**src/rtl/cflog_pkg.sv**
```systemverilog
// Shared definitions for the control-flow log write path and log memory.
// Holds the arbiter FSM encoding, grant-id constants, the default log size
// and the latched (word0, word1) pair payload type.
package cflog_pkg;

  localparam int unsigned WORD_W = 16;

  // Default number of 16-bit log words.
  localparam logic [WORD_W-1:0] CFLOW_LOGS_SIZE_DFLT = 16'h0080;

  typedef enum logic [1:0] {
    ST_IDLE = 2'd0,
    ST_WR0  = 2'd1,
    ST_WR1  = 2'd2,
    ST_DROP = 2'd3
  } state_t;

  // Grant ids; after reset the last grant is taken to be the Spec-CFA channel.
  localparam logic GNT_CFA  = 1'b0;
  localparam logic GNT_SPEC = 1'b1;

  // One log pair: word0 (src / upper) goes to base, word1 (dest / lower) to base+1.
  typedef struct packed {
    logic [WORD_W-1:0] w0;
    logic [WORD_W-1:0] w1;
  } pair_t;

endpackage

```
**src/rtl/cflog_wr_arbiter_if.sv**
```systemverilog
// Bus bundle between the two log requesters (CFA, Spec-CFA), the log memory
// write port and the status/overflow signals of cflog_wr_arbiter.
//   master : requester / memory side (drives req, ptr, data, ovf_clr)
//   slave  : arbiter side (drives acks, mem_we/addr/wdata, busy, ovf)
interface cflog_wr_arbiter_if
  import cflog_pkg::*;
#(
  parameter int unsigned ADDR_MSB = 7
);

  logic              cfa_req;
  logic [WORD_W-1:0] cfa_ptr;
  logic [WORD_W-1:0] cfa_src;
  logic [WORD_W-1:0] cfa_dest;
  logic              cfa_ack;

  logic              spec_req;
  logic [WORD_W-1:0] spec_ptr;
  logic [WORD_W-1:0] spec_upper;
  logic [WORD_W-1:0] spec_lower;
  logic              spec_ack;

  logic              mem_we;
  logic [ADDR_MSB:0] mem_addr;
  logic [WORD_W-1:0] mem_wdata;

  logic              busy;
  logic              ovf;
  logic              ovf_clr;

  modport master (
    output cfa_req, cfa_ptr, cfa_src, cfa_dest,
    output spec_req, spec_ptr, spec_upper, spec_lower,
    output ovf_clr,
    input  cfa_ack, spec_ack, mem_we, mem_addr, mem_wdata, busy, ovf
  );

  modport slave (
    input  cfa_req, cfa_ptr, cfa_src, cfa_dest,
    input  spec_req, spec_ptr, spec_upper, spec_lower,
    input  ovf_clr,
    output cfa_ack, spec_ack, mem_we, mem_addr, mem_wdata, busy, ovf
  );

endinterface

```
**src/rtl/cflog_wr_arbiter.sv**
```systemverilog
// Round-robin write arbiter for the control-flow log memory.
// Two requesters (CFA, Spec-CFA) each ask for one 16-bit pair to be written
// at words ptr-2 / ptr-1. A granted in-range request takes two write cycles
// (WR0, WR1 + ack); an out-of-range request is acked in DROP without writing
// and sets the sticky ovf flag.
// Ports:
//   mclk      : clock
//   puc_rst_n : asynchronous active-low reset
//   bus       : cflog_wr_arbiter_if.slave (requests/acks, memory port, busy/ovf)
module cflog_wr_arbiter
  import cflog_pkg::*;
#(
  parameter logic [WORD_W-1:0] CFLOW_LOGS_SIZE = CFLOW_LOGS_SIZE_DFLT,
  parameter int unsigned       ADDR_MSB        = 7
) (
  input logic               mclk,
  input logic               puc_rst_n,
  cflog_wr_arbiter_if.slave bus
);

  localparam int unsigned AW = ADDR_MSB + 1;

  state_t            state_q;
  state_t            state_d;
  logic              gnt_q;     // grant id of the current/last transfer
  logic [AW-1:0]     addr_q;
  pair_t             data_q;
  logic              ovf_q;

  logic              any_req_c;
  logic              gnt_c;
  logic [WORD_W-1:0] ptr_c;
  logic [WORD_W-1:0] base_c;
  pair_t             pair_c;
  logic              in_range_c;

  // Round-robin pick and range check of the winner's pointer.
  always_comb begin
    any_req_c  = bus.cfa_req | bus.spec_req;
    gnt_c      = GNT_CFA;
    if (bus.cfa_req && bus.spec_req) begin
      gnt_c = (gnt_q == GNT_SPEC) ? GNT_CFA : GNT_SPEC;
    end else if (bus.spec_req) begin
      gnt_c = GNT_SPEC;
    end
    if (gnt_c == GNT_SPEC) begin
      ptr_c     = bus.spec_ptr;
      pair_c.w0 = bus.spec_upper;
      pair_c.w1 = bus.spec_lower;
    end else begin
      ptr_c     = bus.cfa_ptr;
      pair_c.w0 = bus.cfa_src;
      pair_c.w1 = bus.cfa_dest;
    end
    // Wraps modulo 2^16, so ptr 0/1 lands far out of range.
    base_c     = ptr_c - 16'h0002;
    // base+1 must also fit, hence the strict compare against SIZE-1.
    in_range_c = (base_c < (CFLOW_LOGS_SIZE - 16'h0001));
  end

  // State register.
  always_ff @(posedge mclk or negedge puc_rst_n) begin
    if (!puc_rst_n) begin
      state_q <= ST_IDLE;
    end else begin
      state_q <= state_d;
    end
  end

  // Next-state logic.
  always_comb begin
    state_d = state_q;
    case (state_q)
      ST_IDLE: begin
        if (any_req_c) begin
          state_d = in_range_c ? ST_WR0 : ST_DROP;
        end
      end
      ST_WR0:  state_d = ST_WR1;
      ST_WR1:  state_d = ST_IDLE;
      ST_DROP: state_d = ST_IDLE;
      default: state_d = ST_IDLE;
    endcase
  end

  // Latch the winner on grant; later input changes do not disturb the transfer.
  // gnt_q doubles as the round-robin "last granted" id, reset to Spec-CFA.
  always_ff @(posedge mclk or negedge puc_rst_n) begin
    if (!puc_rst_n) begin
      gnt_q  <= GNT_SPEC;
      addr_q <= '0;
      data_q <= '0;
    end else if ((state_q == ST_IDLE) && any_req_c) begin
      gnt_q  <= gnt_c;
      addr_q <= AW'(base_c);
      data_q <= pair_c;
    end
  end

  // Sticky overflow; a drop in the same cycle beats the clear.
  always_ff @(posedge mclk or negedge puc_rst_n) begin
    if (!puc_rst_n) begin
      ovf_q <= 1'b0;
    end else if (state_q == ST_DROP) begin
      ovf_q <= 1'b1;
    end else if (bus.ovf_clr) begin
      ovf_q <= 1'b0;
    end
  end

  // Output decode from registered state and latched data only.
  always_comb begin
    bus.mem_we    = 1'b0;
    bus.mem_addr  = '0;
    bus.mem_wdata = '0;
    bus.cfa_ack   = 1'b0;
    bus.spec_ack  = 1'b0;
    bus.busy      = (state_q != ST_IDLE);
    bus.ovf       = ovf_q;
    case (state_q)
      ST_WR0: begin
        bus.mem_we    = 1'b1;
        bus.mem_addr  = addr_q;
        bus.mem_wdata = data_q.w0;
      end
      ST_WR1: begin
        bus.mem_we    = 1'b1;
        bus.mem_addr  = addr_q + AW'(1);
        bus.mem_wdata = data_q.w1;
        bus.cfa_ack   = (gnt_q == GNT_CFA);
        bus.spec_ack  = (gnt_q == GNT_SPEC);
      end
      ST_DROP: begin
        bus.cfa_ack   = (gnt_q == GNT_CFA);
        bus.spec_ack  = (gnt_q == GNT_SPEC);
      end
      default: ;
    endcase
  end

endmodule

```
**src/flat_wrapper.sv**
```systemverilog
// flat-port wrapper written by rule: the top's interface ports become plain ports
module cflog_wr_arbiter_flat import cflog_pkg::*;
#(
  parameter logic [WORD_W-1:0] CFLOW_LOGS_SIZE = CFLOW_LOGS_SIZE_DFLT,
  parameter int unsigned       ADDR_MSB        = 7
)
  (mclk, puc_rst_n, bus_cfa_req, bus_cfa_ptr, bus_cfa_src, bus_cfa_dest, bus_spec_req, bus_spec_ptr, bus_spec_upper, bus_spec_lower, bus_ovf_clr, bus_cfa_ack, bus_spec_ack, bus_mem_we, bus_mem_addr, bus_mem_wdata, bus_busy, bus_ovf);
  cflog_wr_arbiter_if #(.ADDR_MSB(ADDR_MSB)) bus_i ();
  input logic mclk;
  input logic puc_rst_n;
  input wire logic [$bits(bus_i.cfa_req)-1:0] bus_cfa_req;
  input wire logic [$bits(bus_i.cfa_ptr)-1:0] bus_cfa_ptr;
  input wire logic [$bits(bus_i.cfa_src)-1:0] bus_cfa_src;
  input wire logic [$bits(bus_i.cfa_dest)-1:0] bus_cfa_dest;
  input wire logic [$bits(bus_i.spec_req)-1:0] bus_spec_req;
  input wire logic [$bits(bus_i.spec_ptr)-1:0] bus_spec_ptr;
  input wire logic [$bits(bus_i.spec_upper)-1:0] bus_spec_upper;
  input wire logic [$bits(bus_i.spec_lower)-1:0] bus_spec_lower;
  input wire logic [$bits(bus_i.ovf_clr)-1:0] bus_ovf_clr;
  output wire logic [$bits(bus_i.cfa_ack)-1:0] bus_cfa_ack;
  output wire logic [$bits(bus_i.spec_ack)-1:0] bus_spec_ack;
  output wire logic [$bits(bus_i.mem_we)-1:0] bus_mem_we;
  output wire logic [$bits(bus_i.mem_addr)-1:0] bus_mem_addr;
  output wire logic [$bits(bus_i.mem_wdata)-1:0] bus_mem_wdata;
  output wire logic [$bits(bus_i.busy)-1:0] bus_busy;
  output wire logic [$bits(bus_i.ovf)-1:0] bus_ovf;
  assign bus_i.cfa_req = bus_cfa_req;
  assign bus_i.cfa_ptr = bus_cfa_ptr;
  assign bus_i.cfa_src = bus_cfa_src;
  assign bus_i.cfa_dest = bus_cfa_dest;
  assign bus_i.spec_req = bus_spec_req;
  assign bus_i.spec_ptr = bus_spec_ptr;
  assign bus_i.spec_upper = bus_spec_upper;
  assign bus_i.spec_lower = bus_spec_lower;
  assign bus_i.ovf_clr = bus_ovf_clr;
  assign bus_cfa_ack = bus_i.cfa_ack;
  assign bus_spec_ack = bus_i.spec_ack;
  assign bus_mem_we = bus_i.mem_we;
  assign bus_mem_addr = bus_i.mem_addr;
  assign bus_mem_wdata = bus_i.mem_wdata;
  assign bus_busy = bus_i.busy;
  assign bus_ovf = bus_i.ovf;
  cflog_wr_arbiter #(.CFLOW_LOGS_SIZE(CFLOW_LOGS_SIZE), .ADDR_MSB(ADDR_MSB)) u_core (.mclk(mclk), .puc_rst_n(puc_rst_n), .bus(bus_i));
endmodule
```
**config.mk**
```make
export PLATFORM = sky130hd
export DESIGN_NAME = cflog_wr_arbiter_flat
export DESIGN_NICKNAME = d
export VERILOG_FILES = /design/src/rtl/cflog_pkg.sv /design/src/rtl/cflog_wr_arbiter_if.sv /design/src/rtl/cflog_wr_arbiter.sv /design/src/flat_wrapper.sv
export SDC_FILE = /design/constraint.sdc
export NUM_CORES = 1
export LEC_CHECK = 0
export ABC_AREA = 1
export CORE_MARGIN = 3
export CORE_UTILIZATION = 40
export DETAILED_ROUTE_END_ITERATION = 10
export PLACE_DENSITY_LB_ADDON = 0.1
export RECOVER_POWER = 25
export SLEW_MARGIN = 20
export SYNTH_ARGS = -nofsm -noshare
export SYNTH_HDL_FRONTEND = slang
export SYNTH_SLANG_ARGS = --single-unit
export TNS_END_PERCENT = 10
```
**constraint.sdc**
```tcl
create_clock -name mclk -period 1.88 [get_ports mclk]
set_input_delay 0.188 -clock mclk [delete_from_list [all_inputs] [get_ports mclk]]
set_output_delay 0.188 -clock mclk [all_outputs]
set_load 0.02 [all_outputs]
```
======== Word-level counts from Yosys, hierarchy flattened ========
Index checks and enable logic that the tools add are counted.
operators by class
  add/subtract/negate cells ............... 2
  $lt $le $gt $ge ......................... 1
  eq/ne operators ......................... 4
  mux-type cells .......................... 15
  bitwise gates (word level) .............. 2
  reduce and logical (&&, ||, !) cells .... 7
operators by type and width
  cell                     count
  $mux W32                 1
  $pmux W16 S2             1
  $lt A16 B7 Y1 const B    1
  $mux W16                 1
  $pmux W8 S2              1
  $sub A16 B2 Y16 const B  1
  $add A8 B1 Y8 const B    1
  $mux W1                  8
  $pmux W2 S3              1
  $eq A2 B2 Y1 const B     2
  $mux W2                  2
  $reduce_bool A2 Y1       2
  $reduce_or A2 Y1         2
  $eq A2 B1 Y1 const B     1
  $logic_and A1 B1 Y1      2
  $logic_not A2 Y1         1
  $ne A2 B1 Y1 const B     1
  $not A1 Y1               1
  $or A1 B1 Y1             1
word-level totals
  register bits ........................... 44
  input bits .............................. 101
  output and inout bits ................... 29
  word-level logic and storage cells ...... 37

======== Longest topological paths before layout ========
  depth in word-level cells ............... 8
  depth in mapped cells ................... 15
  mapped depth without buffers ............ 15

======== Least setup slack after synthesis ========
No wires, ideal clock.
  path kind ............................... register to output
  start point ............................. register u_core.state_q[1]
  end point ............................... output port bus_mem_addr[7]
  arrival ................................. 1.726 ns
  required time ........................... 1.692 ns
  setup slack ............................. -0.034 ns
  stages on the path, launching flop included .. 7
  path buffers ............................ 2
  path through ............................ dfrtp_1 -> inv_1 -> ha_1 -> clkbuf_1 -> clkbuf_1 -> nand2_1 -> a211oi_1
between the ends
  word-level cells in the longest chain between the ends .. 2
  elaborated cells between the ends (all ways) .. 3
  those cells by class .................... eq/ne: 2; mux: 1
RTL lines
  what                                                 RTL line                 RTL
  start: declaration                                   cflog_wr_arbiter.sv:23   state_t state_q;
  start signal: assignment                             cflog_wr_arbiter.sv:66   state_q <= state_d;
  $eq A2 B2 Y1 / $eq A2 B1 Y1 (equally long branches)  cflog_wr_arbiter.sv:120  case (state_q)
  $pmux W8 S2 *                                        cflog_wr_arbiter.sv:120
  end: declaration                                     flat_wrapper.sv:23       output wire logic [$bits(bus_i.mem_addr)-1:0] bus_mem_addr;
Mark *: on every way between the ends. The rest lies on a longest branch, timed or not.

======== Worst setup path after layout ========
  start point ............................. register u_core.gnt_q
  end point ............................... register u_core.state_q[1]
between the ends
  word-level cells in the longest chain between the ends .. 8
RTL lines
  what                      RTL line                RTL
  start: declaration        cflog_wr_arbiter.sv:25  logic gnt_q;
  start signal: assignment  cflog_wr_arbiter.sv:94  gnt_q <= gnt_c;
  $mux W1                   cflog_wr_arbiter.sv:42  gnt_c = (gnt_q == GNT_SPEC) ? GNT_CFA : GNT_SPEC;
  $mux W1                   cflog_wr_arbiter.sv:41  if (bus.cfa_req && bus.spec_req) begin
  $mux W16                  cflog_wr_arbiter.sv:46  if (gnt_c == GNT_SPEC) begin
  $sub A16 B2 Y16           cflog_wr_arbiter.sv:56  base_c = ptr_c - 16'h0002;
  $lt A16 B7 Y1             cflog_wr_arbiter.sv:58  in_range_c = (base_c < (CFLOW_LOGS_SIZE - 16'h0001));
  $mux W2                   cflog_wr_arbiter.sv:76  state_d = in_range_c ? ST_WR0 : ST_DROP;
  $mux W2                   cflog_wr_arbiter.sv:75  if (any_req_c) begin
  $pmux W2 S3               cflog_wr_arbiter.sv:73  case (state_q)
Every way passes these cells. The select of a mux whose other input is x is not followed.
A chain may end at the register's enable or synchronous reset.

==> flow_summary.json <==
{
  "required_ns": 2.07,
  "critPathKind": "reg2reg",
  "hold_viol": 0,
  "setup_viol": 5,
  "dp_hpwl_microns": 8011,
  "reg2reg_to": "u_core.state_q[1]",
  "antenna_found_initial": 0,
  "r2r_cells": 14,
  "crit_chain": "nand2_4, nand2_8, buf_12, nand2_1, nand2_2, nand3_2, nor2_4, nand3_1, nand2_1, nand2_1, nor2_1, nand2_1, nor2_1, nor2_1",
  "synth_top_flop_cell": "dfrtp_1",
  "fin_crit_sh": 1.059,
  "worstMarginPinSlew_ns": 0.7692,
  "crit_path_frequent_cell": "nand2_1",
  "syn_nets": 591,
  "setup_ws_ns": -0.1106,
  "hold_class": "in2reg",
  "endpoint_kind": "flip-flop",
  "timing.rr.start": "u_core.gnt_q",
  "synth-compound-area-share": 0.1845,
  "n_antenna_cell": 0,
  "coreArea_sq_um": 7486,
  "cts_sinks": 44,
  "skew_ns": 0.006799,
  "synth_edf_count": 0,
  "drc_errors": 0,
  "cts_tree": "built",
  "std_cell_rows": 31,
  "wl_microns": 10630,
  "synth-adder-area-share": 0.02346,
  "slew_viol_final": 0,
  "slowest_stage": "dfstp_2",
  "final_cells": 757,
  "yosys.area_share.simple": 0.3499,
  "drive_above_1_share": 0.2660,
  "mostFrequentLayoutCells": "nand2_1 (127), clkdlybuf4s50_1 (100), o21ai_0 (78)",
  "yosys-top-cells-area": "dfrtp_1 (34%), nand2_1 (16%), o21ai_0 (13%)",
  "clk_pin_slew_worst_paths_ns": 0.09,
  "ys_seq_elements": 44,
  "ant_nets": 0,
  "drtPass1Iterations": 5,
  "status": "finished, violations left",
  "p_per_area_nw_per_um2": 1309,
  "grt_usage": 0.2180,
  "drt_iter0_markers": 194,
  "grt_start_max_net_pins": 32,
  "io_buffers": 129,
  "p_leak_uw": 0.002404,
  "dp.cells": 741,
  "grt-ovfl-total": 0,
  "fp.dieW_microns": 95.45,
  "min_period_ns": 1.991,
  "max_stage_delay_ns": 0.57,
  "rsz0062_at_grt": "yes",
  "ys.warnings.count": 0,
  "final_util": 0.7098,
  "pin_count": 130,
  "worstSetupStartpointType": "flip-flop",
  "numCtsBuffers": 5,
  "hold_path_depth": 2,
  "vias": 3814,
  "synthesis.area_sq_um": 3201,
  "dpl_cell_area_sq_um": 4913,
  "avgSynthCellArea_sq_um": 6.613,
  "min_to": "u_core.bus.ovf",
  "min_from": "bus_ovf_clr",
  "synth_top_family_by_area": "simple AND/OR/NAND/NOR gates",
  "p_total_uw": 6955,
  "crit_arrival_ns": 2.18,
  "clockRootBuffer": "clkbuf_8",
  "grt_pass1_wl_microns": 15960,
  "synth_top_cell_by_area": "dfrtp_1",
  "regToRegSetupSlack_ns": -0.11,
  "cp_max_fo": 10,
  "initial_utilization": 0.4275,
  "nets": 765,
  "synthMuxAreaShare": 0,
  "die_y_microns": 95.45,
  "ys_async_sr_fraction": 1.000,
  "synth_top_area_frac": 0.3362,
  "clkLatencyLatePin_ns": 0.29,
  "area_growth_syn_to_layout_pct": 66.03,
  "final_common_cell": "nand2_1",
  "max-slew-margin-rel": 0.4872,
  "grt_pass1_vias": 3528,
  "syn_inst": 484,
  "postLayoutCellArea_sq_um": 5314,
  "ys_types": 34,
  "gp_congestion": 0.8586,
  "htree_levels": 2,
  "maxCapViolCount": 0,
  "routedWlPerCell_microns": 14.04,
  "max_freq_mhz": 502.4,
  "viasPerCell": 5.038,
  "clock_path_buffers": 2,
  "die_area_sq_um": 9111,
  "yosysSeqAreaShare": 0.3444,
  "synth_xor_xnor_area_share": 0,
  "violations": "setup timing",
  "ir_worst_vdd_uv": 691.7,
  "detailedPlace.worstSlack_ns": -0.3967
}
[synth_stat cells, types with 2 or more instances]
cell	instances
o21ai_0	81
buf_2	3
nand4_1	6
nor2_4	2
nand3_1	22
clkbuf_1	18
nor2_2	5
a21oi_1	21
nor2_1	49
nand2_1	138
nand2_4	4
dfrtp_1	43
o21ai_1	2
nand3b_1	8
buf_6	2
buf_4	2
a221oi_1	3
inv_1	45
ha_1	6
a31oi_1	2
nand2_2	9
[state kept, by name, summed over array words and instances, names as in the netlist]
| signal | cells |
|---|---|
| u_core.gnt_q | 1 |
| u_core.addr_q | 8 |
| u_core.data_q | 32 |
| u_core.bus.ovf | 1 |
| u_core.state_q | 2 |
[critical path: cells and delay by family (launching register included)]
kind                   cells  cell delay, ns
and+or+nand+nor           13            1.19
DFF                        1            0.57
buffers and inverters      1            0.14
[logic make-up after synthesis]
group                      after synthesis
buffers and inverters                   72
and+or+nand+nor                        249
DFF                                     44
AOI/OAI and AO/OA                      113
adders and majority gates                6
[per-stage QoR]
step	hold WS (ns)	setup TNS, ns
final	0.4653	-0.2320
after CTS	0.4758	-0.3310
after detailed placement	0.2660	-5.886
after global placement	0.2522	-4.467
after global routing	0.4872	-1.274
after floorplan	-0.1076	-0.06665
[layout make-up]
cell class	count	area (sq um)
Tap cell	99	123.9
Clock inverter	2	12.51
Sequential cell	44	1102
Fill cell	626	2172
Clock buffer	5	68.82
Multi-Input combinational cell	368	2044
Inverter	46	176.4
Timing Repair Buffer	193	1785
[what timing repair did]
item	in CTS	in global routing
endpoints found under the setup margin	30	32
pin swaps	0	17
gates resized for setup	127	83
hold buffers	1	0
endpoints found under the hold margin	27	0
gates cloned	0	1
buffers inserted	3	4
[worst max path at each step]
| stage | from | endpoint | slack, ns | cells after the start |
|---|---|---|---|---|
| final | u_core.gnt_q | u_core.state_q[1] | -0.11 | 14 |
| after detailed placement | bus_spec_req | u_core.state_q[1] | -0.40 | 13 |
| after global routing | u_core.gnt_q | u_core.state_q[1] | -0.23 | 14 |
| after floorplan | u_core.gnt_q | u_core.state_q[1] | -0.03 | 14 |
| after global placement | bus_spec_req | u_core.state_q[1] | -0.34 | 13 |
| after CTS | u_core.gnt_q | u_core.state_q[1] | -0.11 | 14 |
[per-layer routing]
layer,GRT usage,vias to the layer above,part of all wire
met2,0.3720,129,0.49
met1,0.2893,1760,0.44
met4,0.05569,0,0.012
met5,0,-,0
li1,-,1910,-
met3,0.03157,15,0.059
[where the power goes]
group | total (uW) | internal, uW | switching (uW)
Clock | 575 | 252 | 323
Sequential | 1770 | 1430 | 340
Combinational | 4610 | 2050 | 2560
Total | 6960 | 3740 | 3220
(Power assumes the default switching activity.)
